## src/rtl/ahb_arb_pkg.sv

```systemverilog
// Shared definitions for the two-master AHB-Lite arbiter: transfer types, master indices and the
// address/control record held in each master's hold slot.
package ahb_arb_pkg;

  localparam logic [1:0] HTRANS_IDLE   = 2'b00;
  localparam logic [1:0] HTRANS_BUSY   = 2'b01;
  localparam logic [1:0] HTRANS_NONSEQ = 2'b10;
  localparam logic [1:0] HTRANS_SEQ    = 2'b11;

  localparam logic M0 = 1'b0;
  localparam logic M1 = 1'b1;

  // Widest address the hold record carries; the top's AW must not exceed it.
  localparam int unsigned REQ_AW = 32;

  typedef struct packed {
    logic [REQ_AW-1:0] addr;
    logic              write;
    logic [2:0]        size;
  } ahb_req_t;

  // BUSY is deliberately treated like IDLE: only NONSEQ/SEQ start a transfer.
  function automatic logic is_active(input logic [1:0] htrans);
    return (htrans == HTRANS_NONSEQ) || (htrans == HTRANS_SEQ);
  endfunction

endpackage

```

## src/rtl/ahb_req_hold.sv

```systemverilog
// Per-master hold slot: parks one address-phase request and presents either the parked request
// or the live one as this master's arbitration candidate.
module ahb_req_hold
  import ahb_arb_pkg::*;
(
  input  logic     i_clk,
  input  logic     i_rst,
  input  logic     i_capture,
  input  logic     i_clear,
  input  logic     i_live_valid,
  input  ahb_req_t i_live,
  output logic     o_hold_valid,
  output logic     o_cand_valid,
  output ahb_req_t o_cand
);

  logic     r_valid;
  ahb_req_t r_req;

  // Capture and clear never coincide: a live request only exists while the slot is empty.
  always_ff @(posedge i_clk) begin
    if (i_rst) begin
      r_valid <= 1'b0;
      r_req   <= '0;
    end else if (i_capture) begin
      r_valid <= 1'b1;
      r_req   <= i_live;
    end else if (i_clear) begin
      r_valid <= 1'b0;
    end
  end

  assign o_hold_valid = r_valid;
  assign o_cand_valid = r_valid | i_live_valid;
  assign o_cand       = r_valid ? r_req : i_live;

endmodule

```

## src/rtl/ahb2_master_arb.sv

```systemverilog
// Two-master AHB-Lite arbiter: merges the CPU data port (M0) and fetch port (M1) onto a single
// downstream master port; a losing or blocked request waits in its master's hold slot.
module ahb2_master_arb
  import ahb_arb_pkg::*;
#(
  parameter int unsigned RR = 0,
  parameter int unsigned AW = 32
) (
  input  logic          HCLK,
  input  logic          HRESETn,
  input  logic [AW-1:0] M0_HADDR,
  input  logic [1:0]    M0_HTRANS,
  input  logic          M0_HWRITE,
  input  logic [2:0]    M0_HSIZE,
  input  logic [31:0]   M0_HWDATA,
  output logic          M0_HREADY,
  output logic [31:0]   M0_HRDATA,
  input  logic [AW-1:0] M1_HADDR,
  input  logic [1:0]    M1_HTRANS,
  input  logic          M1_HWRITE,
  input  logic [2:0]    M1_HSIZE,
  input  logic [31:0]   M1_HWDATA,
  output logic          M1_HREADY,
  output logic [31:0]   M1_HRDATA,
  output logic [AW-1:0] HADDR,
  output logic [1:0]    HTRANS,
  output logic          HWRITE,
  output logic [2:0]    HSIZE,
  output logic [31:0]   HWDATA,
  input  logic          HREADY,
  input  logic [31:0]   HRDATA
);

  logic [1:0] w_mready;
  logic [1:0] w_live;
  logic [1:0] w_capture;
  logic [1:0] w_clear;
  logic [1:0] w_hold_valid;
  logic [1:0] w_cand_valid;
  ahb_req_t   w_req  [2];
  ahb_req_t   w_cand [2];
  ahb_req_t   w_sel;
  logic       w_gnt_valid;
  logic       w_gnt;
  logic       w_accept;

  logic       r_stall;
  logic       r_last_win;
  logic       r_rr_last;
  logic       r_dp_valid;
  logic       r_dp_owner;

  // A master is stalled while its request is parked, or while its own data phase is stretched.
  assign w_mready[0] = ~w_hold_valid[0] & ~(r_dp_valid & (r_dp_owner == M0) & ~HREADY);
  assign w_mready[1] = ~w_hold_valid[1] & ~(r_dp_valid & (r_dp_owner == M1) & ~HREADY);
  assign M0_HREADY   = w_mready[0];
  assign M1_HREADY   = w_mready[1];

  assign w_live[0] = is_active(M0_HTRANS) & w_mready[0];
  assign w_live[1] = is_active(M1_HTRANS) & w_mready[1];

  assign w_req[0] = '{addr: REQ_AW'(M0_HADDR), write: M0_HWRITE, size: M0_HSIZE};
  assign w_req[1] = '{addr: REQ_AW'(M1_HADDR), write: M1_HWRITE, size: M1_HSIZE};

  ahb_req_hold u_hold_m0 (
    .i_clk        (HCLK),
    .i_rst        (HRESETn),
    .i_capture    (w_capture[0]),
    .i_clear      (w_clear[0]),
    .i_live_valid (w_live[0]),
    .i_live       (w_req[0]),
    .o_hold_valid (w_hold_valid[0]),
    .o_cand_valid (w_cand_valid[0]),
    .o_cand       (w_cand[0])
  );

  ahb_req_hold u_hold_m1 (
    .i_clk        (HCLK),
    .i_rst        (HRESETn),
    .i_capture    (w_capture[1]),
    .i_clear      (w_clear[1]),
    .i_live_valid (w_live[1]),
    .i_live       (w_req[1]),
    .o_hold_valid (w_hold_valid[1]),
    .o_cand_valid (w_cand_valid[1]),
    .o_cand       (w_cand[1])
  );

  // While the downstream stretches an address phase the grant is frozen; the frozen winner
  // always sits in its hold slot, so its candidate stays valid and stable.
  always_comb begin
    w_gnt_valid = 1'b0;
    w_gnt       = M0;
    if (r_stall) begin
      w_gnt_valid = 1'b1;
      w_gnt       = r_last_win;
    end else if (w_cand_valid[0] && w_cand_valid[1]) begin
      w_gnt_valid = 1'b1;
      w_gnt       = ((RR != 0) && (r_rr_last == M0)) ? M1 : M0;
    end else if (w_cand_valid[0]) begin
      w_gnt_valid = 1'b1;
      w_gnt       = M0;
    end else if (w_cand_valid[1]) begin
      w_gnt_valid = 1'b1;
      w_gnt       = M1;
    end
  end

  assign w_accept = w_gnt_valid & HREADY;

  // Anything live that does not leave this cycle is parked, including a live winner under
  // HREADY=0 so the frozen output is driven from the slot afterwards.
  assign w_capture[0] = w_live[0] & ~(w_accept & (w_gnt == M0));
  assign w_capture[1] = w_live[1] & ~(w_accept & (w_gnt == M1));
  assign w_clear[0]   = w_hold_valid[0] & w_accept & (w_gnt == M0);
  assign w_clear[1]   = w_hold_valid[1] & w_accept & (w_gnt == M1);

  assign w_sel  = (w_gnt == M1) ? w_cand[1] : w_cand[0];
  assign HTRANS = w_gnt_valid ? HTRANS_NONSEQ : HTRANS_IDLE;
  assign HADDR  = w_gnt_valid ? AW'(w_sel.addr) : '0;
  assign HWRITE = w_gnt_valid & w_sel.write;
  assign HSIZE  = w_gnt_valid ? w_sel.size : 3'b000;

  // The data-phase owner is stretched through its HREADY, so its live HWDATA is still valid.
  assign HWDATA    = (r_dp_owner == M1) ? M1_HWDATA : M0_HWDATA;
  assign M0_HRDATA = HRDATA;
  assign M1_HRDATA = HRDATA;

  always_ff @(posedge HCLK) begin
    if (HRESETn) begin
      r_stall    <= 1'b0;
      r_last_win <= M0;
      r_rr_last  <= M1;
      r_dp_valid <= 1'b0;
      r_dp_owner <= M0;
    end else begin
      r_stall    <= w_gnt_valid & ~HREADY;
      r_last_win <= w_gnt;
      if (HREADY) begin
        r_dp_valid <= w_gnt_valid;
        r_dp_owner <= w_gnt;
        if (w_gnt_valid) begin
          r_rr_last <= w_gnt;
        end
      end
    end
  end

endmodule

```

## config.mk

```make
export PLATFORM = sky130hd
export DESIGN_NAME = ahb2_master_arb
export DESIGN_NICKNAME = d
export VERILOG_FILES = /design/src/rtl/ahb_arb_pkg.sv /design/src/rtl/ahb_req_hold.sv /design/src/rtl/ahb2_master_arb.sv
export SDC_FILE = /design/constraint.sdc
export NUM_CORES = 1
export LEC_CHECK = 0
export ABC_AREA = 1
export CORE_ASPECT_RATIO = 0.7
export CORE_MARGIN = 2
export CORE_UTILIZATION = 42
export CTS_CLUSTER_DIAMETER = 40
export DETAILED_ROUTE_END_ITERATION = 12
export HOLD_SLACK_MARGIN = 0.03
export PLACE_DENSITY = 0.86
export SLEW_MARGIN = 40
export SYNTH_ARGS = -nofsm -noshare
export SYNTH_HDL_FRONTEND = slang
export SYNTH_SLANG_ARGS = --single-unit
```

## constraint.sdc

```tcl
create_clock -name HCLK -period 2.95 [get_ports HCLK]
set_clock_uncertainty 0.1 [all_clocks]
set_input_delay 0.59 -clock HCLK [delete_from_list [all_inputs] [get_ports HCLK]]
set_output_delay 0.59 -clock HCLK [all_outputs]
set_load 0.05 [all_outputs]
```

Word-level counts from Yosys, hierarchy flattened
Index checks and enable logic that the tools add are counted.
{"block": "totals", "regBits": 78, "inputBits": 175, "word_cells": 69}
{"block": "classes", "n_eq_ne": 4, "muxes": 18, "bitwise": 30, "n_reduce_logical": 5}
{"op": "$mux W36", "n": 3}
{"op": "$mux W32", "n": 2}
{"op": "$and A1 B1 Y1", "n": 19}
{"op": "$mux W1", "n": 11}
{"op": "$not A1 Y1", "n": 9}
{"op": "$eq A2 B2 Y1 const B", "n": 4}
{"op": "$reduce_bool A2 Y1", "n": 2}
{"op": "$mux W3", "n": 1}
{"op": "$logic_or A1 B1 Y1", "n": 2}
{"op": "$mux W2", "n": 1}
{"op": "$or A1 B1 Y1", "n": 2}
{"op": "$logic_and A1 B1 Y1", "n": 1}

Longest topological paths before layout
Gate-level depths: netlist of run 1.
{"block": "depth", "word_depth": 15, "mapped_depth": 12, "mapped_depth_nobuf": 10}

By module
From an unflattened synthesis of run 1, not the netlist that was laid out.
{"block": "hier_totals", "hier_cells": 962, "hier_area_um2": 5740.5}
{"module": "ahb_req_hold", "instances": 2, "cells_each": 277, "area_each_um2": 1868.0, "seq_area_each_um2": 740.7}
{"module": "ahb2_master_arb", "instances": 1, "cells_each": 408, "area_each_um2": 2004.4, "seq_area_each_um2": 80.1}

Least setup slack after synthesis of run 1
Ideal clock, no wire load.
{"block": "synth_timing", "path_type": "input -> output", "start": "input port HREADY", "end": "output port HADDR[29]", "arrival_ns": 2.247, "setup_slack_ns": 0.013, "stages": 9, "path_cell_list": "inv_2 -> nand3_2 -> a21oi_2 -> nand3_1 -> nand2_1 -> buf_4 -> buf_2 -> o21ai_0 -> a21oi_1"}
{"block": "synth_via", "elab_chain_cells": 12, "elab_cells_between_ends": 21, "classes_between": "9 x mux; 11 x bitwise; 1 x reduce/logical"}
{"element": "start: declaration", "line": "ahb2_master_arb.sv:30", "source": "input logic HREADY,"}
{"element": "$not A1 Y1 *", "line": "ahb2_master_arb.sv:54, ahb2_master_arb.sv:55"}
{"element": "$and A1 B1 Y1", "line": "ahb2_master_arb.sv:55", "source": "assign w_mready[1] = ~w_hold_valid[1] & ~(r_dp_valid & (r_dp_owner == M1) & ~HREADY);"}
{"element": "$not A1 Y1", "line": "ahb2_master_arb.sv:55"}
{"element": "$and A1 B1 Y1", "line": "ahb2_master_arb.sv:55"}
{"element": "$and A1 B1 Y1", "line": "ahb2_master_arb.sv:60", "source": "assign w_live[1] = is_active(M1_HTRANS) & w_mready[1];"}
{"element": "$or A1 B1 Y1", "line": "ahb_req_hold.sv:34", "source": "assign o_cand_valid = r_valid | i_live_valid;"}
{"element": "$mux W1", "line": "ahb2_master_arb.sv:103", "source": "end else if (w_cand_valid[1]) begin"}
{"element": "$mux W1", "line": "ahb2_master_arb.sv:100", "source": "end else if (w_cand_valid[0]) begin"}
{"element": "$mux W1", "line": "ahb2_master_arb.sv:97", "source": "end else if (w_cand_valid[0] && w_cand_valid[1]) begin"}
{"element": "$mux W1", "line": "ahb2_master_arb.sv:94", "source": "if (r_stall) begin"}
{"element": "$mux W36", "line": "ahb2_master_arb.sv:118", "source": "assign w_sel = (w_gnt == M1) ? w_cand[1] : w_cand[0];"}
{"element": "$mux W32 *", "line": "ahb2_master_arb.sv:120", "source": "assign HADDR = w_gnt_valid ? AW'(w_sel.addr) : '0;"}
{"element": "end: declaration", "line": "ahb2_master_arb.sv:25", "source": "output logic [AW-1:0] HADDR,"}
Mark *: on every way between the ends. The rest lies on a longest branch, timed or not.

Worst setup path after layout of run 1
{"block": "layout_timing", "start": "input port M1_HTRANS[1]", "end": "output port HADDR[31]"}
{"block": "layout_via", "elab_chain_cells": 10, "elab_cells_between_ends": 15, "classes_between": "2 x eq/ne; 9 x mux; 2 x bitwise; 2 x reduce/logical"}
{"element": "start: declaration", "line": "ahb2_master_arb.sv:19", "source": "input logic [1:0] M1_HTRANS,"}
{"element": "$eq A2 B2 Y1", "line": "ahb_arb_pkg.sv:24", "source": "return (htrans == HTRANS_NONSEQ) || (htrans == HTRANS_SEQ);"}
{"element": "$logic_or A1 B1 Y1 *", "line": "ahb_arb_pkg.sv:24"}
{"element": "$and A1 B1 Y1 *", "line": "ahb2_master_arb.sv:60"}
{"element": "$or A1 B1 Y1 *", "line": "ahb_req_hold.sv:34"}
{"element": "$mux W1", "line": "ahb2_master_arb.sv:103"}
{"element": "$mux W1", "line": "ahb2_master_arb.sv:100"}
{"element": "$mux W1", "line": "ahb2_master_arb.sv:97"}
{"element": "$mux W1", "line": "ahb2_master_arb.sv:94"}
{"element": "$mux W36", "line": "ahb2_master_arb.sv:118"}
{"element": "$mux W32 *", "line": "ahb2_master_arb.sv:120"}
Marks and branches as above.

==> impl_metrics.toml, run 1 <==
[run_status]
status = "finished clean"

[worst_hold_path]
hold_class = "register to register"
whs_path_depth = 2
hp-start = "u_hold_m1.r_req[25]"
min_to = "u_hold_m1.r_req[25]"

[power_and_ir_drop]
netSwitchingFraction_pct = 38.30
p_per_area_nw_per_um2 = 532.0
p_int_w = 0.002709
total_power_w = 0.004390
vdd_drop_max_v = 0.0003033
p_seq_share_pct = 27.7
p_sw_w = 0.001681
p_leak_nw = 3.861
p_clk_share_pct = 22.4
comb_power_share_pct = 49.9

[grt]
grt_pass1_wl_um = 31440
antenna_found_initial = 9
overflow = 0
grt_start_max_net_pins = 75
grt_pass1_vias = 5566
grt.total_usage_pct = 29.42

[logic_synthesis]
syn-instance-count = 927
ys_types = 25
synth-seq-cells = 78
synth_nets = 1102
ys_seq_area_share_pct = 28.72
ys_warn_count = 0
synth.largest_area_cell = "dfxtp_1"
yosys.area.top_type_share_pct = 28.72
synth.area.top_cells = "dfxtp_1 29%, nand2_1 15%, a21oi_1 10%"
syn_area_sq_um = 5436
avgSynthCellArea_sq_um = 5.865

[floorplan]
boundaryPins = 311
dieWidth_um = 140.0
die_h_um = 99.19
initial_core_util_pct = 43.47
rows = 34
die_area_sq_um = 13880
core_area_sq_um = 12510

[detailed_routing]
first_pass_iters = 5
routedWlPerCell_um = 16.86
vias = 6250
via_per_inst = 5.044
drt-total-wl_um = 20890
drc = 0
drt_iter0_markers = 677
ant_nets = 0

[clock_network]
root_buffer = "clkbuf_16"
clk_path_buf_depth = 2
ctsHoldBuffers = 0
cts.sinks = 78
path_clk_slew_ps = 60
cts_tree = "built"
cts_buffers = 9
h-tree-depth = 3
clk_latency_ps = 330

[worst_setup_path]
worstSetupStartpointType = "input pin"
cp-end-kind = "primary output"
max_stage_delay_ps = 240
r2r_cells = 14
cp_max_fo = 8
critPathSlowestCell = "a21oi_1"
critical_path.cell_chain = "dlygate4sd2_1, inv_1, o21bai_1, nand3_2, nand2_4, buf_6, buf_12, buf_16, o21ai_0, a21oi_1, buf_12"
critPathMostFrequentCell = "buf_12"
critical_path_arrival_ps = 2170
timing.rr.end = "u_hold_m0.r_req[3]"
critical_path_class = "input pin to primary output"
rr_startpoint = "r_dp_owner"
r2r_slack_ps = 720
required_ps = 2260

[cells_and_area]
multiInputGateArea_sq_um = 2849
drive_gt1_share_pct = 16.10
fin_area_sq_um = 8253
regArea_sq_um = 1568
nNetsFinal = 1240
fillers = 1075
syn_to_final_growth_pct = 51.81
stdcell_count = 1239

[placement]
placed_cells = 1204
gp_congestion = 0.9192
hpwl_um = 15090
dpl_cell_area_sq_um = 7660
numPortBuffers = 211

[run]
cap_violations = 0

[sta]
fin_hold_ws_ps = 380.7
slew_viol_final = 0
layout_min_cycle_time_ps = 2860
hold_viol = 0
final.period_utilization_pct = 96.93
setup_violations = 0
max_freq_mhz = 349.7
## flip-flops by register name, summed over array words and instances, names as in the netlist
register / cells
u_hold_m0.o_hold_valid: 1
r_last_win: 1
u_hold_m1.r_req: 36
r_stall: 1
u_hold_m0.r_req: 36
r_dp_valid: 1
r_dp_owner: 1
u_hold_m1.o_hold_valid: 1
## cell usage in the layout, fill, tap and decap left out, types with 2 or more instances in the layout
cell / count
clkinv_2: 3
buf_4: 62
nand2_2: 3
dfxtp_1: 75
a21oi_2: 19
diode_2: 9
nand3_1: 75
buf_16: 3
nand2_1: 214
inv_1: 76
inv_2: 5
clkdlybuf4s50_1: 137
a21oi_1: 93
buf_6: 3
nand3_2: 2
nor2_1: 147
clkbuf_1: 2
bufbuf_16: 2
clkbuf_16: 9
dfxtp_2: 2
o21ai_0: 71
buf_12: 50
## metrics by stage
stage	worst slack [ps]	setup TNS (ps)	utilization (%)
after detailed placement	-188.1	-4311	61.24
after CTS	2.291	0	65.62
final	90.50	0	65.99
after global placement	-140.3	-2626	61.24
after global routing	-0.9110	-0.9110	65.95
after floorplan	13.05	0	-
## cell usage after synthesis
| cell | n |
|---|---|
| nor2_8 | 1 |
| buf_1 | 10 |
| clkinv_2 | 1 |
| dfxtp_1 | 78 |
| o21ai_0 | 72 |
| nor2_2 | 1 |
| conb_1 | 1 |
| o21bai_1 | 1 |
| inv_1 | 77 |
| clkbuf_1 | 36 |
| nor2_1 | 147 |
| a21oi_1 | 111 |
| buf_4 | 69 |
| nor2_4 | 1 |
| nand3_2 | 1 |
| nand3_1 | 76 |
| or2_2 | 1 |
| nand2_1 | 216 |
| a21oi_2 | 1 |
| buf_2 | 14 |
| nand2_2 | 2 |
| nor3_1 | 1 |
| nor3_2 | 1 |
| buf_6 | 4 |
| inv_2 | 4 |
## layout make-up
| cell class | count | area share, % |
|---|---|---|
| Sequential cell | 78 | 19.00 |
| Timing Repair Buffer | 260 | 36.90 |
| Antenna cell | 9 | 0.2729 |
| Multi-Input combinational cell | 634 | 34.52 |
| Clock buffer | 12 | 2.987 |
| Clock inverter | 2 | 0.1213 |
| Tap cell | 162 | 2.456 |
| Inverter | 82 | 3.745 |
## logic make-up after synthesis
| kind of cell | after synthesis | share of synthesized area (%) |
|---|---|---|
| AO/OA/AOI/OAI | 185 | 17.15 |
| buffers and inverters | 215 | 20.51 |
| flip-flops | 78 | 28.72 |
| other | 1 | 0.06898 |
| AND/OR/NAND/NOR | 448 | 33.56 |
## worst max path at each step
stage	endpoint	cells past startpoint	start	slack (ps)
6_report	HADDR[31]	11	M1_HTRANS[1]	90
4_1_cts	HADDR[20]	13	HREADY	2
3_3_place_gp	HADDR[19]	9	HREADY	-140
5_1_grt	HSIZE[1]	12	M1_HTRANS[1]	-0.9
2_1_floorplan	HADDR[29]	9	HREADY	10
3_5_place_dp	HADDR[16]	10	HREADY	-190
## layer usage
layer	wire, um	part of all wire [%]	track usage (%)	up-vias
li1	-	-	-	3135
met1	9574	46	42.51	2762
met2	8603	41	39.81	325
met3	2177	10	10.78	26
met4	516	2.5	10.46	2
met5	13	0.062	0	-
## worst max-delay path: cells and delay by family
kind            cells  cell delay, ps
buf+inv             6             780
compound gates      3             540
simple gates        2             260
## what timing repair did
item	CTS	global route
resized for setup	26	11
pin swaps	4	3
gates cloned	3	0
buffers inserted	9	0
endpoints found under the setup margin	36	33
## power groups by stage
| stage | combinational [W] | clock, W | sequential, W |
|---|---|---|---|
| floorplan | 0.00133 | 0 | 0.00122 |
| global placement | 0.00202 | 0 | 0.00123 |
| detailed placement | 0.00204 | 0 | 0.00124 |
| CTS | 0.00217 | 0.00101 | 0.00122 |
| global route | 0.00231 | 0.00105 | 0.00123 |
| finish | 0.00219 | 0.000982 | 0.00122 |
Note: power is estimated with default switching activity, not from simulation.
==> inputs of run 2 (changes only) <==
--- a/constraint.sdc
+++ b/constraint.sdc
@@ -3,3 +3,3 @@
 set_input_delay 0.59 -clock HCLK [delete_from_list [all_inputs] [get_ports HCLK]]
 set_output_delay 0.59 -clock HCLK [all_outputs]
-set_load 0.05 [all_outputs]
+set_load 0.005 [all_outputs]
==> impl_metrics.toml, run 2 (synthesis results as in run 1) <==
[sta]
setup_violations = 3
hold_viol = 0
slew_viol_final = 0
layout_min_cycle_time_ps = 2983
worst_slew_pin_slew_ps = 573.3
max_freq_mhz = 335.3
rsz0062_at_grt = "true"
fin_hold_ws_ps = 382.6
setup_slack_ps = -32.72
slew_headroom_pct = 61.78
finalSetupTns_ps = -55.81
final.period_utilization_pct = 101.1

[worst_setup_path]
max_stage_delay_ps = 280
critPathSlowestCell = "dlygate4sd2_1"
cp-end-kind = "primary output"
cp_max_fo = 9
critical_path_class = "input pin to primary output"
critical_path_arrival_ps = 2290
critical-path-top-delay-family = "buffers and inverters"
critical_path.cell_chain = "dlygate4sd2_1, inv_2, nand3_2, a21oi_2, nand3_2, nand2_4, buf_4, buf_12, buf_16, buf_6, a21oi_1, dlygate4sd2_1"
crit_buf_inv = 7
worstSetupStartpointType = "input pin"
required_ps = 2260

[detailed_routing]
routedWlPerCell_um = 16.83
drc = 0
vias = 6323
ant_nets = 0
drt_iter0_markers = 677
first_pass_iters = 5
drt-total-wl_um = 20960
via_per_inst = 5.079

[placement]
gp_congestion = 0.9301
hpwl_um = 14820
numPortBuffers = 211
dpl_cell_area_sq_um = 7352

[power_and_ir_drop]
p_clk_share_pct = 28.4
p_int_w = 0.002455
vdd_drop_max_v = 0.0002803
p_per_area_nw_per_um2 = 457.7
p_sw_w = 0.001132
netSwitchingFraction_pct = 31.57
total_power_w = 0.003587
comb_power_share_pct = 37.6
p_seq_share_pct = 34.1
p_leak_nw = 3.688

[floorplan]
die_h_um = 99.19
die_area_sq_um = 13880
rows = 34
dieWidth_um = 140.0
boundaryPins = 311
core_area_sq_um = 12510
initial_core_util_pct = 43.47

[clock_network]
cts.sinks = 78
h-tree-depth = 3
root_buffer = "clkbuf_16"
path_clk_slew_ps = 60
clk_latency_ps = 330
ctsHoldBuffers = 0
clk_path_buf_depth = 2
cts_buffers = 9
cts_tree = "built"

[grt]
overflow = 0
grt_start_max_net_pins = 75
grt.total_usage_pct = 29.70
antenna_found_initial = 5
grt_pass1_wl_um = 32250
grt_pass1_vias = 5780

[cells_and_area]
drive_gt1_share_pct = 10.22
final_cell_mix = "214 x nand2_1, 172 x clkdlybuf4s50_1, 147 x nor2_1, 110 x a21oi_1, 76 x inv_1"
reg_top3 = "u_hold_m0.r_req (36), u_hold_m1.r_req (36)"
fin_area_sq_um = 7836
layout_commonest_cell = "nand2_1"
fillers = 1168
final_util_pct = 62.66
nNetsFinal = 1247
syn_to_final_growth_pct = 44.14

[run]
cap_violations = 0

[worst_hold_path]
hold_class = "register to register"

[run_status]
status = "complete, but fails checks"
violations = "negative setup slack"
run 2: cell types whose count changed in the layout (fill, tap and decap cells not counted), moves of 2 or more:
cell / previous run / this run
buf_16: 3 / 1
clkbuf_2: 1 / 8
a21oi_2: 19 / 2
dfxtp_2: 2 / 4
buf_12: 50 / 13
buf_2: 0 / 7
clkdlybuf4s15_2: 0 / 2
buf_4: 62 / 37
clkdlybuf4s50_1: 137 / 172
a21oi_1: 93 / 110
dlygate4sd2_1: 1 / 21
diode_2: 9 / 7
run 2: worst min-delay path: stages, from the launching register on:
cell	delay (ps)
dfxtp_1	320
nor2_1	50
nor2_1	80
run 2: metrics by stage:
| step | cells | worst slack (ps) |
|---|---|---|
| after floorplan | 927 | 647.9 |
| after global placement | 1201 | -421.8 |
| after detailed placement | 1201 | -427.4 |
| after CTS | 1237 | -28.01 |
| after global routing | 1243 | -102.1 |
| final | 1245 | -32.72 |
run 2: final timing paths:
path | start | endpoint | slack, ps | cells after the start
worst max-delay path | HREADY | HADDR[10] | -30 | 12
worst min-delay path | u_hold_m0.r_req[4] | u_hold_m0.r_req[4] | 380 | 2
worst max register to register | r_dp_owner | u_hold_m1.r_req[8] | 420 | 15
worst min register to register | u_hold_m0.r_req[4] | u_hold_m0.r_req[4] | 380 | 2
run 2: layout make-up:
type | instances | area (sq um) | area share, %
Multi-Input combinational cell | 634 | 2794 | 35.65
Timing Repair Buffer | 267 | 2678 | 34.17
Sequential cell | 78 | 1567 | 19.99
Inverter | 82 | 309.0 | 3.944
Clock buffer | 14 | 264.0 | 3.369
Tap cell | 162 | 202.7 | 2.587
Antenna cell | 7 | 17.52 | 0.2235
Clock inverter | 1 | 5.005 | 0.06387
run 2: metal layers:
layer	global-route usage [%]	wire length, um
met2	41.35	8782
met3	9.292	2136
met1	43.90	9752
met5	0	0
met4	7.923	286
run 2: power by group through the flow:
stage	Clock, W	Combinational, W	Sequential (W)
after floorplan	0	0.000689	0.00122
after global routing	0.00108	0.00148	0.00123
after global placement	0	0.00128	0.00124
after detailed placement	0	0.00130	0.00124
final	0.00102	0.00135	0.00122
after CTS	0.00103	0.00135	0.00122
run 2: repair_timing:
action / 4_1_cts / 5_1_grt
gates cloned: 4 / 0
gates resized for setup: 74 / 20
buffers inserted: 17 / 3
endpoints found under the setup margin: 37 / 36
pin swaps: 4 / 4
hold endpoints to repair: 0 / 0
